===== src/rtl/traffic_light_ctrl.sv =====
// Two-way (NS/EW) intersection sequencer: 1 s prescaler, 6-state light FSM, countdown display.
// Optional pedestrian request/walk feature is compiled in with `define PED_REQ_EN.
module traffic_light_ctrl #(
  parameter int CLK_FREQ      = 50_000_000,
  parameter int GREEN_T       = 30,
  parameter int YELLOW_T      = 3,
  parameter int ALLRED_T      = 2,
  parameter int PED_GREEN_MIN = 5
) (
  input  logic       CLK,
  input  logic       RST,
  input  logic       Pause,
  output logic [2:0] NS_Light,
  output logic [2:0] EW_Light,
  output logic [7:0] Number_Data,
  output logic       Sec_Tick,
`ifdef PED_REQ_EN
  input  logic       Ped_Req,
  output logic       Ped_Walk,
`endif
  output logic [2:0] o_dbg_state
);

  localparam int PW = (CLK_FREQ > 1) ? $clog2(CLK_FREQ) : 1;
  localparam logic [PW-1:0] PRESC_MAX = PW'(CLK_FREQ - 1);

  localparam logic [7:0] GREEN_8   = 8'(GREEN_T);
  localparam logic [7:0] YELLOW_8  = 8'(YELLOW_T);
  localparam logic [7:0] ALLRED_8  = 8'(ALLRED_T);
  localparam logic [7:0] PED_MIN_8 = 8'(PED_GREEN_MIN);

  localparam logic [2:0] S_NS_G = 3'd0;
  localparam logic [2:0] S_NS_Y = 3'd1;
  localparam logic [2:0] S_AR1  = 3'd2;
  localparam logic [2:0] S_EW_G = 3'd3;
  localparam logic [2:0] S_EW_Y = 3'd4;
  localparam logic [2:0] S_AR2  = 3'd5;

  localparam logic [2:0] LAMP_R = 3'b100;
  localparam logic [2:0] LAMP_Y = 3'b010;
  localparam logic [2:0] LAMP_G = 3'b001;

  function automatic logic [2:0] f_next(input logic [2:0] s);
    case (s)
      S_NS_G:  f_next = S_NS_Y;
      S_NS_Y:  f_next = S_AR1;
      S_AR1:   f_next = S_EW_G;
      S_EW_G:  f_next = S_EW_Y;
      S_EW_Y:  f_next = S_AR2;
      default: f_next = S_NS_G;
    endcase
  endfunction

  function automatic logic [7:0] f_dur(input logic [2:0] s);
    case (s)
      S_NS_G, S_EW_G: f_dur = GREEN_8;
      S_NS_Y, S_EW_Y: f_dur = YELLOW_8;
      default:        f_dur = ALLRED_8;
    endcase
  endfunction

  function automatic logic [2:0] f_ns_lamp(input logic [2:0] s);
    case (s)
      S_NS_G:  f_ns_lamp = LAMP_G;
      S_NS_Y:  f_ns_lamp = LAMP_Y;
      default: f_ns_lamp = LAMP_R;
    endcase
  endfunction

  function automatic logic [2:0] f_ew_lamp(input logic [2:0] s);
    case (s)
      S_EW_G:  f_ew_lamp = LAMP_G;
      S_EW_Y:  f_ew_lamp = LAMP_Y;
      default: f_ew_lamp = LAMP_R;
    endcase
  endfunction

  logic [PW-1:0] r_presc;
  logic [2:0]    r_state;
  logic [7:0]    r_cnt;
  logic [2:0]    r_ns_light;
  logic [2:0]    r_ew_light;
  logic          r_tick;

  logic [PW-1:0] w_presc_nxt;
  logic [2:0]    w_state_nxt;
  logic [7:0]    w_cnt_nxt;
  logic          w_wrap;
  logic          w_legal;
  logic          w_adv;
  logic          w_is_green;
  logic          w_ped_any;
  logic          w_ped_load;

  // Countdown steps and state advances happen on the wrap edge itself, so the
  // new value and the Sec_Tick pulse appear together in the following cycle.
  always_comb begin
    w_wrap      = !Pause && (r_presc == PRESC_MAX);
    w_presc_nxt = r_presc;
    if (!Pause) begin
      w_presc_nxt = w_wrap ? '0 : r_presc + 1'b1;
    end
    w_legal    = (r_state <= S_AR2);
    w_adv      = w_legal && w_wrap && (r_cnt <= 8'd1);
    w_is_green = (r_state == S_NS_G) || (r_state == S_EW_G);
    w_ped_load = w_ped_any && !Pause && w_is_green && (r_cnt > PED_MIN_8);
  end

  always_comb begin
    w_state_nxt = r_state;
    w_cnt_nxt   = r_cnt;
    if (!w_legal) begin
      w_state_nxt = S_NS_G;
      w_cnt_nxt   = GREEN_8;
    end else if (w_ped_load) begin
      // A pedestrian truncation wins over a coincident tick.
      w_cnt_nxt = PED_MIN_8;
    end else if (w_adv) begin
      w_state_nxt = f_next(r_state);
      w_cnt_nxt   = f_dur(f_next(r_state));
    end else if (w_wrap) begin
      w_cnt_nxt = r_cnt - 8'd1;
    end
  end

  always_ff @(posedge CLK) begin
    if (RST) begin
      r_presc    <= '0;
      r_state    <= S_NS_G;
      r_cnt      <= GREEN_8;
      r_ns_light <= LAMP_G;
      r_ew_light <= LAMP_R;
      r_tick     <= 1'b0;
    end else begin
      r_presc    <= w_presc_nxt;
      r_state    <= w_state_nxt;
      r_cnt      <= w_cnt_nxt;
      r_ns_light <= f_ns_lamp(w_state_nxt);
      r_ew_light <= f_ew_lamp(w_state_nxt);
      r_tick     <= w_wrap;
    end
  end

`ifdef PED_REQ_EN
  logic r_ped_pending;
  logic r_ped_walk;
  logic w_enter_ar;
  logic w_pend_nxt;
  logic w_walk_nxt;

  // A request seen on the same edge that enters all-red is served by that walk.
  always_comb begin
    w_ped_any  = r_ped_pending | Ped_Req;
    w_enter_ar = w_adv && ((w_state_nxt == S_AR1) || (w_state_nxt == S_AR2));
    w_walk_nxt = r_ped_walk;
    if (w_enter_ar) begin
      w_walk_nxt = w_ped_any;
    end else if (w_adv || !w_legal) begin
      w_walk_nxt = 1'b0;
    end
    w_pend_nxt = r_ped_pending;
    if (w_enter_ar && w_ped_any) begin
      w_pend_nxt = 1'b0;
    end else if (Ped_Req) begin
      w_pend_nxt = 1'b1;
    end
  end

  always_ff @(posedge CLK) begin
    if (RST) begin
      r_ped_pending <= 1'b0;
      r_ped_walk    <= 1'b0;
    end else begin
      r_ped_pending <= w_pend_nxt;
      r_ped_walk    <= w_walk_nxt;
    end
  end

  assign Ped_Walk = r_ped_walk;
`else
  assign w_ped_any = 1'b0;
`endif

  assign NS_Light    = r_ns_light;
  assign EW_Light    = r_ew_light;
  assign Number_Data = r_cnt;
  assign Sec_Tick    = r_tick;
  assign o_dbg_state = r_state;

endmodule


===== config.mk =====
export PLATFORM = sky130hd
export DESIGN_NAME = traffic_light_ctrl
export DESIGN_NICKNAME = d
export VERILOG_FILES = /design/src/rtl/traffic_light_ctrl.sv
export SDC_FILE = /design/constraint.sdc
export NUM_CORES = 1
export LEC_CHECK = 0
export BUFFER_PORTS_ARGS = -buffer_cell sky130_fd_sc_hd__clkbuf_2
export CAP_MARGIN = 20
export CORE_MARGIN = 2
export CORE_UTILIZATION = 48
export CTS_BUF_LIST = sky130_fd_sc_hd__clkbuf_16
export DETAILED_ROUTE_END_ITERATION = 10
export GPL_ROUTABILITY_DRIVEN = 0
export MAX_ROUTING_LAYER = met4
export PLACE_DENSITY = 0.73
export SYNTH_ARGS = -nofsm -noshare
export SYNTH_HDL_FRONTEND = slang
export SYNTH_SLANG_ARGS = --single-unit

===== constraint.sdc =====
create_clock -name CLK -period 6.1 [get_ports CLK]
set_clock_uncertainty 0.2 [all_clocks]
set_input_delay 0.61 -clock CLK [delete_from_list [all_inputs] [get_ports CLK]]
set_output_delay 0.61 -clock CLK [all_outputs]
set_load 0.01 [all_outputs]

==> metrics, run 1 <==
status complete, no violations; Yosys warnings 0; most common cell after layout, fill and taps aside dfxtp_1; Die H 72.9 µm; Reg area 881 µm²; Final Cycle Share 40.8%; Final Max Tran Viols 0; Starting Density 48.9%; Req. time, crit path 6.11 ns; Syn Nets 278; max cap viols 0; antenna violations before repair 0; synthesized cell area 2280 µm²; Sink Count 44; area of the multi-input gates 1290 µm²; root buf cell clkbuf_16; grt ovf 0; fin cells 339; Final Hold Viols 0; CP Cell Sequence clkbuf_2, nand4b_2, or4_1, or4_1, a21oi_1; WP depth 5; Fillers 451; share of total power in the clock network 45.9%; sequential share of power 52.1%; largest net degree at the start of global routing 23; Worst-Skew Late Latency 0.28 ns; Startpoint Class input pin; most frequent CP cell or4_1; DR vias/cell 6.12; crit path time final 2.49 ns; fmax 402 MHz; Synth Area per Inst 8.38 µm²; # IOs 21; CP Capture Type flop; Pre-antenna DRT Iters 4; critical path arrival 2.50 ns; RSZ-0062 raised after global routing false; H-tree levels 2; clock tree buffer depth 2; Iteration-0 DRC Markers 227; vias in the first global route 1907; library cells used by synthesis 46; DRC viols 0; PortBufs 20; Worst Reg-to-Reg Cells 6; R2R setup slack 3.70 ns; number of buffers created by CTS 5; Hold Buf Count CTS 0; Leak 0.854 nW; Sw Share 20.7%; final setup violation count 0; Die W 72.9 µm; hpwl dp 3390 µm; worst reg2reg startpoint Number_Data[0]; CP peak stage delay 0.76 ns; switching power 0.000115 W; Setup TNS 0 ns; Resize count post-CTS 0; share of cells above drive strength 1 11.9%; CP Class in2reg; FP Rows 25; CTS tree yes; CP top delay family simple AND/OR/NAND/NOR gates; critical path's slowest cell or4_1; die area 5320 µm²; HP Start r_presc[23]; Reg clk slew, reported paths 0.06 ns; Layout Nets 290; Hold Crit Class reg2reg; Hold Path Depth 2; Buf+Inv Stages, Crit Path 1; Syn Inst Count 272; Critical Path Start Pause; final worst setup slack 3.61 ns; PD cells 220 nW/µm²; postcts setup bufs 0; VDD IR max 0.112 mV; Inst Count DP 331; Slew HR 51.6%; CP Max Fanout 13; Antenna Nets Post-Route 0; #FFs+latches synth 44; first-pass GRT wire length 8620 µm; Ant. Diodes 0; P_int 0.000440 W; GRT Overall Usage 21.0%; Avg WL per Cell 14.6 µm; Placement Setup Slack 3.34 ns; most frequent cells in the layout 44 x dfxtp_1, 22 x nor2_1, 20 x clkbuf_2; Core Area 4660 µm²; total wire length 4940 µm; post-synthesis sequential area ratio 38.6%; worst slew pin tran 0.726 ns; combinational power share 2.0%; routed via count 2075; WHS 0.279 ns; Layout Area Growth over Synthesis 10.6%
power groups by stage:
stage / combinational [W] / sequential [W] / clock (W)
after floorplan: 0.00000813 / 0.000296 / 0
after global placement: 0.0000108 / 0.000296 / 0
after detailed placement: 0.0000109 / 0.000296 / 0
after CTS: 0.0000110 / 0.000289 / 0.000262
after global routing: 0.0000124 / 0.000289 / 0.000275
final: 0.0000110 / 0.000289 / 0.000255
stage by stage:
stage                     util, %  power (W)  instance area, µm²
after floorplan                 -   0.000304                2280
after global placement       51.1   0.000307                2380
after detailed placement     51.1   0.000307                2380
after CTS                    54.1   0.000562                2520
after global routing         54.1   0.000577                2520
final                        54.1   0.000555                2520
registers in the layout, summed over array words and instances (netlist names):
signal / count
NS_Light: 3
o_dbg_state: 3
Sec_Tick: 1
EW_Light: 3
r_presc: 26
Number_Data: 8
final timing paths:
| path | to |
|---|---|
| hold / removal | r_presc[23] |
| setup reg to reg | o_dbg_state[2] |
| hold reg to reg | r_presc[23] |
| setup / recovery | r_presc[23] |
tightest hold or removal path, cell delays in order, from the launching register on:
cell	delay, ns
dfxtp_1	0.31
o31ai_1	0.06
a21oi_1	0.05
logic make-up (layout without fill, tap and decap cells):
logic type | count (synthesis) | after routing | share of synthesized area, %
AOI/OAI and AO/OA | 55 | 55 | 15.0
xor gates and xnor gates | 13 | 13 | 4.99
adders and majority gates | 3 | 3 | 1.65
buffers and inverters | 25 | 38 | 4.61
muxes | 7 | 7 | 3.13
DFF | 44 | 44 | 38.6
and+or+nand+nor | 125 | 125 | 31.9
layout make-up:
| class | instances | share of cell area [%] |
|---|---|---|
| inverter | 9 | 1.34 |
| sequential | 44 | 34.9 |
| clock buffer | 5 | 4.96 |
| timing repair buffer | 21 | 4.27 |
| tap | 54 | 2.68 |
| multi-input combinational | 203 | 51.3 |
| clock inverter | 3 | 0.546 |
layer usage:
metal	global-route usage, %	part of all wire, %	routed length [µm]
met1	28.4	51	2520
met2	31.4	44	2170
met3	4.01	3.9	193
met4	7.41	1.2	61
met5	-	0	0
synth_stat cells (all sizes together):
master   count  area share, %
a2bb2oi      1           0.38
buf          3           0.93
nand3       11            2.4
nand4       16            5.0
or3         11            3.0
a21o         2           0.66
nor2b        1           0.27
o22ai        1           0.27
nor2        22            3.6
and3         3           0.82
nor4bb       2           0.88
a31oi        1           0.27
a21oi       19            4.2
xor2         6            2.3
and2         1           0.27
nand4b       1           0.66
nor3        12            2.6
a2111oi      4            1.5
a221oi       1           0.38
nor3b        1           0.33
clkbuf      13            2.2
inv          9            1.5
or4          8            2.8
a211oi       1           0.33
or2          1           0.27
mux2i        6            2.6
nor4b        4            1.5
nor4         3           0.82
nand3b       1           0.33
nand2       18            3.0
and3b        1           0.38
o31ai        8            2.6
xnor2        7            2.7
nand2b       2           0.55
dfxtp       44             39
o21ai       12            2.6
o211ai       4            1.3
mux2         1           0.49
and4         5            1.9
or3b         1           0.38
ha           3            1.6
o311a        1           0.44
Power figures use the tool's default switching activity.
==> run 2: changes to the inputs <==
==> constraint.sdc (replaced) <==
create_clock -name CLK -period 2.5 [get_ports CLK]
set_clock_uncertainty 0.2 [all_clocks]
set_input_delay 0.25 -clock CLK [delete_from_list [all_inputs] [get_ports CLK]]
set_output_delay 0.25 -clock CLK [all_outputs]
set_load 0.01 [all_outputs]
==> run 2 against run 1 <==
Register-to-register slack got worse by 3.5 ns. Largest cell class unchanged. Sequential power increased by 140%. Wire length decreased by 0.77%. Critical endpoint is now r_presc[22]. Design area increased by 3.3%. Power increased to 2.6 times the previous value. Worst hold slack got worse by 0.20 ns. Via count increased by 0.53%. Die area unchanged. Setup slack got worse by 3.4 ns. Global-route usage decreased by 0.92 points. Combinational power increased to 2.5 times the previous value.
==> metrics, run 2 (synthesis results as in run 1) <==
status complete, no violations; CP top delay family simple AND/OR/NAND/NOR gates; worst setup path endpoint r_presc[22]; Core Area 4660 µm² (unchanged); Leak 0.904 nW (+5.9%); Final Cycle Share 92.3%; DR vias/cell 6.03 (-1.5%); Layout Area Growth over Synthesis 14.3%; critical path arrival 2.32 ns (-0.18 ns); first-pass GRT wire length 8180 µm (-5.1%); WP depth 5 (unchanged); Largest register FFs 26 (unchanged); critical path's slowest cell or4_4; Reg area 881 µm² (unchanged); max cap viols 0 (unchanged); Avg WL per Cell 14.2 µm (-2.8%); Hold Buf Count CTS 0 (unchanged); fmax 434 MHz; hpwl dp 3360 µm (-0.95%); Worst-Skew Late Latency 0.28 ns (about the same); grt ovf 0 (unchanged); CP Class reg2reg; crit path time final 2.31 ns; most frequent cells in the layout 44 x dfxtp_1, 22 x nor2_1, 20 x clkbuf_2; Antenna Nets Post-Route 0 (unchanged); # IOs 21 (unchanged); vias in the first global route 1765 (-7.4%); Sink Count 44 (unchanged); Slew HR 66.0% (+14 points); clock tree buffer depth 2 (unchanged); worst slew pin tran 0.506 ns (-0.220 ns); Worst Reg-to-Reg Cells 5 (-1); Startpoint Class flop; Ant. Diodes 0 (unchanged); worst reg2reg startpoint r_presc[0]; Iteration-0 DRC Markers 282 (+24%); CP Max Fanout 12 (-1); largest net degree at the start of global routing 23 (unchanged); number of buffers created by CTS 5 (unchanged); DRC viols 0 (unchanged); PortBufs 20 (unchanged); Layout Nets 297 (+2.4%); Pre-antenna DRT Iters 6 (+2); postcts setup bufs 0 (unchanged); antenna violations before repair 0 (unchanged); total wire length 4900 µm (-0.77%); Setup TNS 0 ns (unchanged); Critical Path Start r_presc[0]; Final Hold Viols 0 (unchanged); area of the multi-input gates 1300 µm² (+0.39%); H-tree levels 2 (unchanged); routed via count 2086 (+0.53%); VDD IR max 0.387 mV (+250%); GRT Overall Usage 20.1% (-0.92 points); R2R setup slack 0.19 ns (-3.51 ns); Die W 72.9 µm (unchanged); share of cells above drive strength 1 14.4% (+2.5 points); CP Capture Type flop; die area 5320 µm² (unchanged); RSZ-0062 raised after global routing false; Reg clk slew, reported paths 0.06 ns (about the same); Final Max Tran Viols 0 (unchanged); PD cells 561 nW/µm² (+150%); top register by number of flip-flops r_presc; root buf cell clkbuf_16; CP Cell Sequence ha_1, nand3b_1, or4_4, or4_1, a21oi_1; most common cell after layout, fill and taps aside dfxtp_1; Req. time, crit path 2.52 ns (-3.59 ns); Hold Crit Class in2reg; CP peak stage delay 0.63 ns (-0.13 ns); Worst R2R End r_presc[22]; Buf+Inv Stages, Crit Path 0 (-1); FP Rows 25 (unchanged); final setup violation count 0 (unchanged); Die H 72.9 µm (unchanged); Fillers 406 (-10%); CTS tree yes; Starting Density 48.9% (unchanged); Pwr Total 0.00146 W (+160%)
-- run 2: cell types whose count changed in the layout (fill, tap and decap cells not counted), sizes merged --
cell	before	now
buf	1	8
bufinv	0	1
clkinv	3	1
inv	9	10
-- run 2: power by group --
part           leakage (nW)  switching (W)  internal (W)  total [W]
combinational         0.464      0.0000188    0.00000889  0.0000277
sequential            0.355     0.00000264      0.000704   0.000706
clock                0.0850       0.000262      0.000466   0.000727
total                 0.904       0.000283       0.00118    0.00146
-- run 2: repair_timing --
item / 4_1_cts / 5_1_grt
gates resized for setup: 0 / 1
endpoints found under the hold margin: 0 / 0
setup endpoints to repair: 0 / 2
-- run 2: worst min-delay path by stage --
stage | from | to | slack (ns) | cells past startpoint
4_1_cts | Pause | r_presc[0] | 0.08 | 3
5_1_grt | Pause | r_presc[1] | 0.12 | 3
2_1_floorplan | Pause | r_presc[1] | 0.19 | 2
3_5_place_dp | r_presc[23] | r_presc[23] | 0.27 | 2
3_3_place_gp | r_presc[23] | r_presc[23] | 0.26 | 2
6_report | Pause | r_presc[0] | 0.08 | 3
-- run 2: layer usage --
layer	vias to the layer above	GRT usage (%)	part of all wire (%)
met5	-	-	0
met1	972	27.9	50
li1	1056	-	-
met3	8	5.52	5.4
met2	50	28.3	43
met4	0	6.17	1.2
-- run 2: layout make-up --
class	count	share of cell area, %
flip-flops and latches	44	33.8
clock buffers	5	4.80
clock inverters	3	1.49
multi-input cells	203	49.9
well taps	54	2.59
inverters	9	1.30
repair buffers	28	6.15
-- run 2: tightest hold or removal path: cells and delay by family --
| family | cells | cell delay, ns |
|---|---|---|
| and+or+nand+nor | 1 | 0.08 |
| AOI/OAI and AO/OA | 1 | 0.05 |
| buffers and inverters | 1 | 0.13 |
-- run 2: through the flow --
stage | instance area [µm²] | instances | hold WS, ns | util (%) | worst slack (ns)
floorplan | 2280 | 272 | 0.186 | - | 0.374
global placement | 2440 | 338 | 0.264 | 52.3 | 0.284
detailed placement | 2440 | 338 | 0.270 | 52.3 | 0.229
CTS | 2600 | 346 | 0.0817 | 55.8 | 0.201
global route | 2610 | 346 | 0.115 | 55.9 | 0.0437
finish | 2610 | 346 | 0.0775 | 55.9 | 0.193
==> run 3: changes to the inputs <==
--- a/config.mk
+++ b/config.mk
@@ -8,12 +8,12 @@
 export BUFFER_PORTS_ARGS = -buffer_cell sky130_fd_sc_hd__clkbuf_2
 export CAP_MARGIN = 20
 export CORE_MARGIN = 2
-export CORE_UTILIZATION = 48
+export CORE_UTILIZATION = 35
 export CTS_BUF_LIST = sky130_fd_sc_hd__clkbuf_16
 export DETAILED_ROUTE_END_ITERATION = 10
 export GPL_ROUTABILITY_DRIVEN = 0
 export MAX_ROUTING_LAYER = met4
-export PLACE_DENSITY = 0.73
+export PLACE_DENSITY = 0.58
 export SYNTH_ARGS = -nofsm -noshare
 export SYNTH_HDL_FRONTEND = slang
 export SYNTH_SLANG_ARGS = --single-unit
==> run 3 against run 2 <==
Final cell count rose by 6.9%. Design area increased by 0.29%. Count of clock-buffer cells in the layout unchanged. Sequential power barely moved. Die area grew 35%. Via count increased by 1.8%. Critical path type unchanged. Critical endpoint unchanged. Highest routed layer unchanged.
==> metrics, run 3 (synthesis results as in run 1) <==
DRC viols 0 (unchanged); hpwl dp 3710 µm (+10%); Final Cell Area 2610 µm² (+0.29%); Largest register FFs 26 (unchanged); top register by number of flip-flops r_presc; routed via count 2124 (+1.8%); WHS 0.0745 ns (-0.00297 ns); CTS tree yes; Die H 84.7 µm (+16%); Slew HR 67.3% (+1.4 points); worst slew pin tran 0.478 ns (-0.0281 ns); Layout Area Growth over Synthesis 14.6%; Hold Crit Class in2reg; Pre-antenna DRT Iters 4 (-2); status complete, no violations; Leak 0.892 nW (-1.4%); Ant. Diodes 0 (unchanged); Die W 84.7 µm (+16%); Startpoint Class flop; share of cells above drive strength 1 14.0% (-0.39 points); Final Hold Viols 0 (unchanged); Layout Nets 298 (+0.34%); postcts setup bufs 0 (unchanged); Buf+Inv Stages, Crit Path 0 (unchanged); PortBufs 20 (unchanged); crit path time final 2.31 ns (-0.000299 ns); critical path's slowest cell or4_4; Sink Count 44 (unchanged); grt ovf 0 (unchanged); CP Capture Type flop; fin cells 370 (+6.9%); die area 7170 µm² (+35%); Pwr Total 0.00137 W (-6.0%); Inst Count DP 362 (+7.1%); GRT Overall Usage 16.2% (-3.9 points); Antenna Nets Post-Route 0 (unchanged); RSZ-0062 raised after global routing false; VDD IR max 0.328 mV (-15%); R2R setup slack 0.19 ns (about the same); Final Cycle Share 92.3% (about the same); fmax 434 MHz (about the same); CP Max Fanout 12 (unchanged); max cap viols 0 (unchanged); Starting Density 36.1% (-13 points); first-pass GRT wire length 9290 µm (+14%); FP Rows 29 (+16%); # IOs 21 (unchanged); DR vias/cell 5.74 (-4.8%); critical path arrival 2.32 ns (about the same); clock tree buffer depth 2 (unchanged); Reg clk slew, reported paths 0.06 ns (about the same); antenna violations before repair 0 (unchanged); vias in the first global route 2018 (+14%); Hold Buf Count CTS 0 (unchanged); H-tree levels 2 (unchanged); PD cells 525 nW/µm² (-6.3%); Req. time, crit path 2.51 ns (about the same); Worst-Skew Late Latency 0.29 ns (about the same); CP peak stage delay 0.63 ns (about the same); final setup violation count 0 (unchanged); Core Area 6310 µm² (+35%); Avg WL per Cell 14.6 µm (+3.0%); Iteration-0 DRC Markers 120 (-57%); Placed Area 2470 µm² (+1.5%); CP top delay family simple AND/OR/NAND/NOR gates; CP Class reg2reg; Setup TNS 0 ns (unchanged); Final Max Tran Viols 0 (unchanged); Resize count post-CTS 0 (unchanged); most frequent cells in the layout 44 x dfxtp_1, 22 x nor2_1, 20 x clkbuf_2; largest net degree at the start of global routing 23 (unchanged); number of buffers created by CTS 5 (unchanged); total wire length 5390 µm (+10%); root buf cell clkbuf_16; CP Cell Sequence ha_1, nand3b_1, or4_4, or4_1, a21oi_1; most common cell after layout, fill and taps aside dfxtp_1
## run 3: cell types whose count changed in the layout (fill, tap and decap cells not counted), sizes merged
cell,previous run,this run
clkinvlp,0,1
buf,8,9
bufinv,1,0
## run 3: layout make-up
class	count	area, µm²
Sequential cell	44	881
Clock buffer	5	125
Inverter	9	33.8
Multi-Input combinational cell	203	1290
Fill cell	657	3700
Timing Repair Buffer	29	168
Tap cell	77	96.3
Clock inverter	3	15.0
## run 3: metal layers
| layer | global-route usage [%] | vias to the layer above | wire length (µm) |
|---|---|---|---|
| met5 | - | - | 0 |
| met4 | 5.63 | 0 | 86 |
| li1 | - | 1058 | - |
| met2 | 23.2 | 51 | 2370 |
| met1 | 22.2 | 1004 | 2690 |
| met3 | 3.93 | 11 | 247 |
## run 3: worst register-to-register path, delay by kind of cell (launching register included)
family	cells	cell delay [ns]
adders and majority gates	1	0.20
DFF	1	0.39
AOI/OAI and AO/OA	1	0.16
and+or+nand+nor	3	1.29
## run 3: power breakdown
part / internal, W / switching, W
combinational: 0.00000901 / 0.0000199
sequential: 0.000703 / 0.00000263
clock: 0.000363 / 0.000275
## run 3: path summary, 6_finish.rpt
check,cells after the start,end,from
worst max register to register,5,r_presc[22],r_presc[0]
worst max-delay path,5,r_presc[22],r_presc[0]
worst min-delay path,3,r_presc[1],Pause
worst min register to register,2,r_presc[23],r_presc[23]
## run 3: per-stage QoR
step / setup slack, ns / utilization, %
2_1_floorplan: 0.374 / -
3_3_place_gp: 0.274 / 39.2
3_5_place_dp: 0.225 / 39.2
4_1_cts: 0.191 / 41.4
5_1_grt: 0.00152 / 41.4
6_report: 0.194 / 41.4
